## config.mk

```make
export PLATFORM = sky130hd
export DESIGN_NAME = redmule_isolde_mem_arb
export DESIGN_NICKNAME = d
export VERILOG_FILES = /design/src/rtl/redmule_isolde_mem_arb.sv
export SDC_FILE = /design/constraint.sdc
export NUM_CORES = 1
export LEC_CHECK = 0
export BUFFER_PORTS_ARGS = -buffer_cell sky130_fd_sc_hd__buf_2
export CAP_MARGIN = 20
export CORE_MARGIN = 5
export CORE_UTILIZATION = 45
export DETAILED_ROUTE_END_ITERATION = 8
export PLACE_DENSITY = 0.83
export SLEW_MARGIN = 20
export SYNTH_ARGS = -nofsm -noshare
export SYNTH_HDL_FRONTEND = slang
export SYNTH_SLANG_ARGS = --single-unit
```

## constraint.sdc

```tcl
create_clock -name clk_i -period 2.77 [get_ports clk_i]
set_input_delay 0.554 -clock clk_i [delete_from_list [all_inputs] [get_ports clk_i]]
set_output_delay 0.554 -clock clk_i [all_outputs]
set_load 0.03 [all_outputs]
```

## src/rtl/redmule_isolde_mem_arb.sv

```systemverilog
`default_nettype none
// +--------------------------------------------------------------------------+
// | Module   : redmule_isolde_mem_arb                                        |
// | Purpose  : Round-robin arbiter of core fetch/data ports onto one OBI port|
// | Revision : 1.0                                                           |
// +--------------------------------------------------------------------------+
module redmule_isolde_mem_arb #(
  parameter int unsigned AddrWidth      = 32,
  parameter int unsigned DataWidth      = 32,
  parameter int unsigned MaxOutstanding = 2
) (
  input  logic                                 clk_i,
  input  logic                                 rst_ni,
  input  logic                                 inst_req_i,
  input  logic [AddrWidth-1:0]                 inst_addr_i,
  output logic                                 inst_gnt_o,
  output logic                                 inst_rvalid_o,
  output logic [DataWidth-1:0]                 inst_rdata_o,
  input  logic                                 data_req_i,
  input  logic                                 data_we_i,
  input  logic [DataWidth/8-1:0]               data_be_i,
  input  logic [AddrWidth-1:0]                 data_addr_i,
  input  logic [DataWidth-1:0]                 data_wdata_i,
  output logic                                 data_gnt_o,
  output logic                                 data_rvalid_o,
  output logic [DataWidth-1:0]                 data_rdata_o,
  output logic                                 mem_req_o,
  output logic                                 mem_we_o,
  output logic [DataWidth/8-1:0]               mem_be_o,
  output logic [AddrWidth-1:0]                 mem_addr_o,
  output logic [DataWidth-1:0]                 mem_wdata_o,
  input  logic                                 mem_gnt_i,
  input  logic                                 mem_rvalid_i,
  input  logic [DataWidth-1:0]                 mem_rdata_i,
  output logic [$clog2(MaxOutstanding+1)-1:0]  outstanding_o,
  output logic                                 resp_err_o
);

  localparam int unsigned BE_W  = DataWidth / 8;
  localparam int unsigned CNT_W = $clog2(MaxOutstanding + 1);
  localparam int unsigned PTR_W = (MaxOutstanding > 1) ? $clog2(MaxOutstanding) : 1;
  localparam logic [CNT_W-1:0] MAX_CNT  = CNT_W'(MaxOutstanding);
  localparam logic [PTR_W-1:0] LAST_PTR = PTR_W'(MaxOutstanding - 1);

  typedef enum logic {OWN_INST = 1'b0, OWN_DATA = 1'b1} owner_e;

  owner_e                 w_sel, w_head;
  owner_e                 r_lock_id, r_rr_last;
  logic                   r_lock;
  owner_e                 r_owner [MaxOutstanding];
  logic [PTR_W-1:0]       r_wr_ptr, r_rd_ptr;
  logic [CNT_W-1:0]       r_count;
  logic                   r_hold_we;
  logic [BE_W-1:0]        r_hold_be;
  logic [AddrWidth-1:0]   r_hold_addr;
  logic [DataWidth-1:0]   r_hold_wdata;
  logic                   w_live_we;
  logic [BE_W-1:0]        w_live_be;
  logic [AddrWidth-1:0]   w_live_addr;
  logic [DataWidth-1:0]   w_live_wdata;
  logic                   w_hs, w_pop;

  always_comb begin
    w_sel = OWN_INST;
    if (r_lock)                         w_sel = r_lock_id;
    else if (data_req_i && !inst_req_i) w_sel = OWN_DATA;
    else if (data_req_i && inst_req_i)  w_sel = (r_rr_last == OWN_INST) ? OWN_DATA : OWN_INST;
  end

  always_comb begin
    w_live_we    = 1'b0;
    w_live_be    = '1;
    w_live_addr  = inst_addr_i;
    w_live_wdata = '0;
    if (w_sel == OWN_DATA) begin
      w_live_we    = data_we_i;
      w_live_be    = data_be_i;
      w_live_addr  = data_addr_i;
      w_live_wdata = data_wdata_i;
    end
  end

  // A locked request stays asserted even if the requester withdraws it.
  assign mem_req_o = (inst_req_i | data_req_i | r_lock) & (r_count < MAX_CNT);

  // Payload is driven only while requesting, so idle outputs read as zero.
  always_comb begin
    mem_we_o    = 1'b0;
    mem_be_o    = '0;
    mem_addr_o  = '0;
    mem_wdata_o = '0;
    if (mem_req_o) begin
      mem_we_o    = r_lock ? r_hold_we    : w_live_we;
      mem_be_o    = r_lock ? r_hold_be    : w_live_be;
      mem_addr_o  = r_lock ? r_hold_addr  : w_live_addr;
      mem_wdata_o = r_lock ? r_hold_wdata : w_live_wdata;
    end
  end

  assign w_hs       = mem_req_o & mem_gnt_i;
  assign inst_gnt_o = w_hs & (w_sel == OWN_INST);
  assign data_gnt_o = w_hs & (w_sel == OWN_DATA);

  assign w_head        = r_owner[r_rd_ptr];
  assign w_pop         = mem_rvalid_i & (r_count != '0);
  assign resp_err_o    = mem_rvalid_i & (r_count == '0);
  assign inst_rvalid_o = w_pop & (w_head == OWN_INST);
  assign data_rvalid_o = w_pop & (w_head == OWN_DATA);
  assign inst_rdata_o  = inst_rvalid_o ? mem_rdata_i : '0;
  assign data_rdata_o  = data_rvalid_o ? mem_rdata_i : '0;
  assign outstanding_o = r_count;

  always_ff @(posedge clk_i or negedge rst_ni) begin
    if (!rst_ni) begin
      r_lock       <= 1'b0;
      r_lock_id    <= OWN_INST;
      r_rr_last    <= OWN_INST;
      r_hold_we    <= 1'b0;
      r_hold_be    <= '0;
      r_hold_addr  <= '0;
      r_hold_wdata <= '0;
    end else if (w_hs) begin
      r_lock    <= 1'b0;
      r_rr_last <= w_sel;
    end else if (mem_req_o && !r_lock) begin
      r_lock       <= 1'b1;
      r_lock_id    <= w_sel;
      r_hold_we    <= w_live_we;
      r_hold_be    <= w_live_be;
      r_hold_addr  <= w_live_addr;
      r_hold_wdata <= w_live_wdata;
    end
  end

  always_ff @(posedge clk_i or negedge rst_ni) begin
    if (!rst_ni) begin
      r_wr_ptr <= '0;
      r_rd_ptr <= '0;
      r_count  <= '0;
    end else begin
      if (w_hs)  r_wr_ptr <= (r_wr_ptr == LAST_PTR) ? '0 : r_wr_ptr + 1'b1;
      if (w_pop) r_rd_ptr <= (r_rd_ptr == LAST_PTR) ? '0 : r_rd_ptr + 1'b1;
      case ({w_hs, w_pop})
        2'b10:   r_count <= r_count + 1'b1;
        2'b01:   r_count <= r_count - 1'b1;
        default: r_count <= r_count;
      endcase
    end
  end

  always_ff @(posedge clk_i) begin
    if (w_hs) r_owner[r_wr_ptr] <= w_sel;
  end

endmodule
`default_nettype wire
```

==> results.md <==
* H-tree levels at 3
* Minimum clock period at around 2.6 ns
* CTS buffer count at 9
* Post-synth top flop: dfrtp_1
* CTS Buffer Depth at 2
* Static Leak at 3.37 nW
* Crit path max fanout at 10
* Number of remaining DRC errors at 0
* Worst IR Drop VDD at 0.536 mV
* Total GRT Usage at 0.258
* Pins over their slew limit at 0
* First drt pass iteration count at 6
* 1st-iter DRT viols at 385
* Clock Sinks at 78
* Worst Path Required at 2.22 ns
* Ys Warns at 0
* Die Width at about 110 microns
* CP max stage cell: dfrtp_1
* Die Y at 111 microns
* Mapped Area at 0.00455 sq mm
* Cell area after layout at 0.00648 sq mm
* Max_slew headroom at 0.531
* Share of cells above drive strength 1 at 0.434
* Initial Util at 0.464
* Root Driver: clkbuf_8
* Final HPWL DP at 12,600 microns
* Number of cell rows at 36
* Status: finished, final reports clean
* Critical Path AT at 2.06 ns
* Vias in the first global route at 5,181
* Initial antenna violation count at 7
* Crit path cell chain: a21bo_2, o21a_1, inv_2, buf_4, nand2_1, a311oi_2, buf_2
* Unrepaired setup endpoints after global routing: false
* Mapped Cells at 542
* Pwr Density at 1190 mW/mm^2
* GR Layer Usage met2 at 0.446
* Critical Path Max Stage Delay at 0.39 ns
* Clock Latency Late Sink at about 0.34 ns
* Drt wl/cell at approximately 17 microns
* Max-Cap Viols at 0
* Worst-Margin Slew at around 0.70 ns
* Post-CTS setup buffer count at 0
* Total Wirelength at 16,300 microns
* Fmax at 382 MHz
* Vias at 5,200
* Clk pin slew, worst setup/hold paths at 0.08 ns
* Yosys cell types at 32
* Grt ovf at 0
* Met3 usage at 0.0607
* #FFs+latches synth at 78
* Post-synthesis area per instance at 8.40 sq um
* CP startpoint kind: flip-flop
* Vias per inst at roughly 5.5
* Worst Clk Skew at 0.00861 ns
* Cell Area, Placed at slightly above 0.006 sq mm
* Asr flop ratio synth at 0.974
* GPL Wtd Cong at 0.976
* GRT met1 Usage at 0.291
* Syn Nets at 682
* Worst Hold Class: in2async
* Area growth, synth to finish at 42.4%
* Final ANT Viol Nets at 0
* Number of synthesized flops with an enable pin at 2
* First-pass GRT wire length at ~26,000 microns
* Hold violation total from the final report at 0
* Nets at 940
* Final setup violation count at 0
* Worst setup EP type: primary output
* Largest net degree at the start of global routing at between 70 and 80
* Sequential element share of the synthesized area at 0.431
* Area of the core at 0.00982 sq mm
* Layer with the highest usage: met2
* DIE AREA at around 0.012 sq mm
* CTS tree: built
* Kind of critical path: reg2out
* Io pins at 280
* Setup TNS at 0 ns
* Crit path buf inv count at 3
* Period utilization at 0.945
* CP delay by family, top: compound AO/OA/AOI/OAI gates
* I/O Buffers at 279
Yosys cell counts, drive strengths merged (2+ instances only):
master / n / area share
inv: 4 / 0.0033
nor3: 9 / 0.0099
a22o: 33 / 0.063
xnor2: 4 / 0.0077
nand2: 75 / 0.062
a311oi: 32 / 0.062
clkbuf: 32 / 0.026
buf: 18 / 0.024
a31oi: 32 / 0.044
a22oi: 33 / 0.054
edfxtp: 2 / 0.013
o21ai: 6 / 0.0066
dfrtp: 76 / 0.42
nor2: 109 / 0.092
and2: 64 / 0.088
cells in the final DEF (no fill, tap or decap), types with 2 or more instances in the layout:
master and instances:
xnor2_1 4, nor3_1 9, nor2_1 107, clkinv_2 2, a22o_1 33, a31oi_1 32
a311oi_1 5, a22oi_1 33, a311oi_2 27, o21ai_0 6, buf_6 2, buf_2 278
and2_1 64, buf_4 14, clkbuf_8 10, clkinvlp_4 2, nand2_1 75, diode_2 7
inv_2 2, inv_1 2, dfrtp_1 76, edfxtp_1 2, buf_12 3
final cells by class:
class | instances | area, sq um
tap | 133 | 166
antenna | 7 | 17.5
multi-input combinational | 410 | 2520
clock inverter | 5 | 55.1
clock buffer | 11 | 163
inverter | 4 | 15.0
sequential | 78 | 1960
fill | 849 | 3340
timing repair buffer | 297 | 1580
power by group:
| group | switching [mW] | internal (mW) |
|---|---|---|
| clock network | 0.424 | 0.493 |
| registers | 0.323 | 1.66 |
| logic | 3.19 | 1.60 |
| total | 3.94 | 3.75 |
through the flow:
stage | cells | hold slack, ns | setup WS [ns] | power (mW) | util
2_1_floorplan | 542 | 0.258 | 0.152 | 5.42 | -
3_3_place_gp | 922 | 0.460 | 0.208 | 6.66 | 0.635
3_5_place_dp | 922 | 0.467 | 0.139 | 6.79 | 0.635
4_1_cts | 938 | 0.394 | 0.104 | 7.72 | 0.657
5_1_grt | 945 | 0.274 | 0.0163 | 8.17 | 0.660
6_report | 945 | 0.215 | 0.151 | 7.68 | 0.660
cell families (layout without fill, tap and decap cells):
logic type               Yosys count  in the layout  synth area share
AO/OA/AOI/OAI                    139            139             0.236
XOR/XNOR                           5              5           0.00962
adder cells (fa/ha/maj)            1              1           0.00275
buffers and inverters             54            317            0.0542
flip-flops                        78             78             0.431
multiplexers                       2              2           0.00467
other                              0              7                 0
AND/OR/NAND/NOR                  263            263             0.262
state kept, by name (all words and copies together) (netlist names):
| signal | flops |
|---|---|
| r_hold_wdata | 32 |
| r_lock | 1 |
| r_hold_be | 4 |
| r_rr_last | 1 |
| r_hold_we | 1 |
| outstanding_o | 2 |
| r_wr_ptr | 1 |
| r_hold_addr | 32 |
| r_owner | 2 |
| r_rd_ptr | 1 |
| r_lock_id | 1 |
path summary, 6_finish.rpt:
check,from,end,slack [ns],cells past startpoint
worst max-delay path,r_rr_last$_DFFE_PN0N_,mem_addr_o[0],0.15,7
worst min-delay path,rst_ni,r_hold_addr[10]$_DFFE_PN0P_,0.21,1
worst max register to register,r_lock$_DFFE_PN0P_,r_hold_wdata[19]$_DFFE_PN0P_,0.52,5
worst min register to register,r_lock_id$_DFFE_PN0P_,r_lock_id$_DFFE_PN0P_,0.49,1
max in group asynchronous,rst_ni,r_rd_ptr$_DFFE_PN0P_,2.05,1
min in group clk_i,data_wdata_i[4],r_hold_wdata[4]$_DFFE_PN0P_,0.44,2
routing by layer:
layer / share of wire / wire (microns) / vias to the layer above
met3: 0.064 / 1050 / 36
met2: 0.53 / 8610 / 253
met4: 0.043 / 705 / 0
li1: - / - / 2434
met5: 0 / 0 / -
met1: 0.36 / 5950 / 2477
what timing repair did:
action	CTS	global route
endpoints found under the setup margin	0	17
gates resized for setup	0	1
hold buffers	0	0
(Power assumes the default switching activity.)
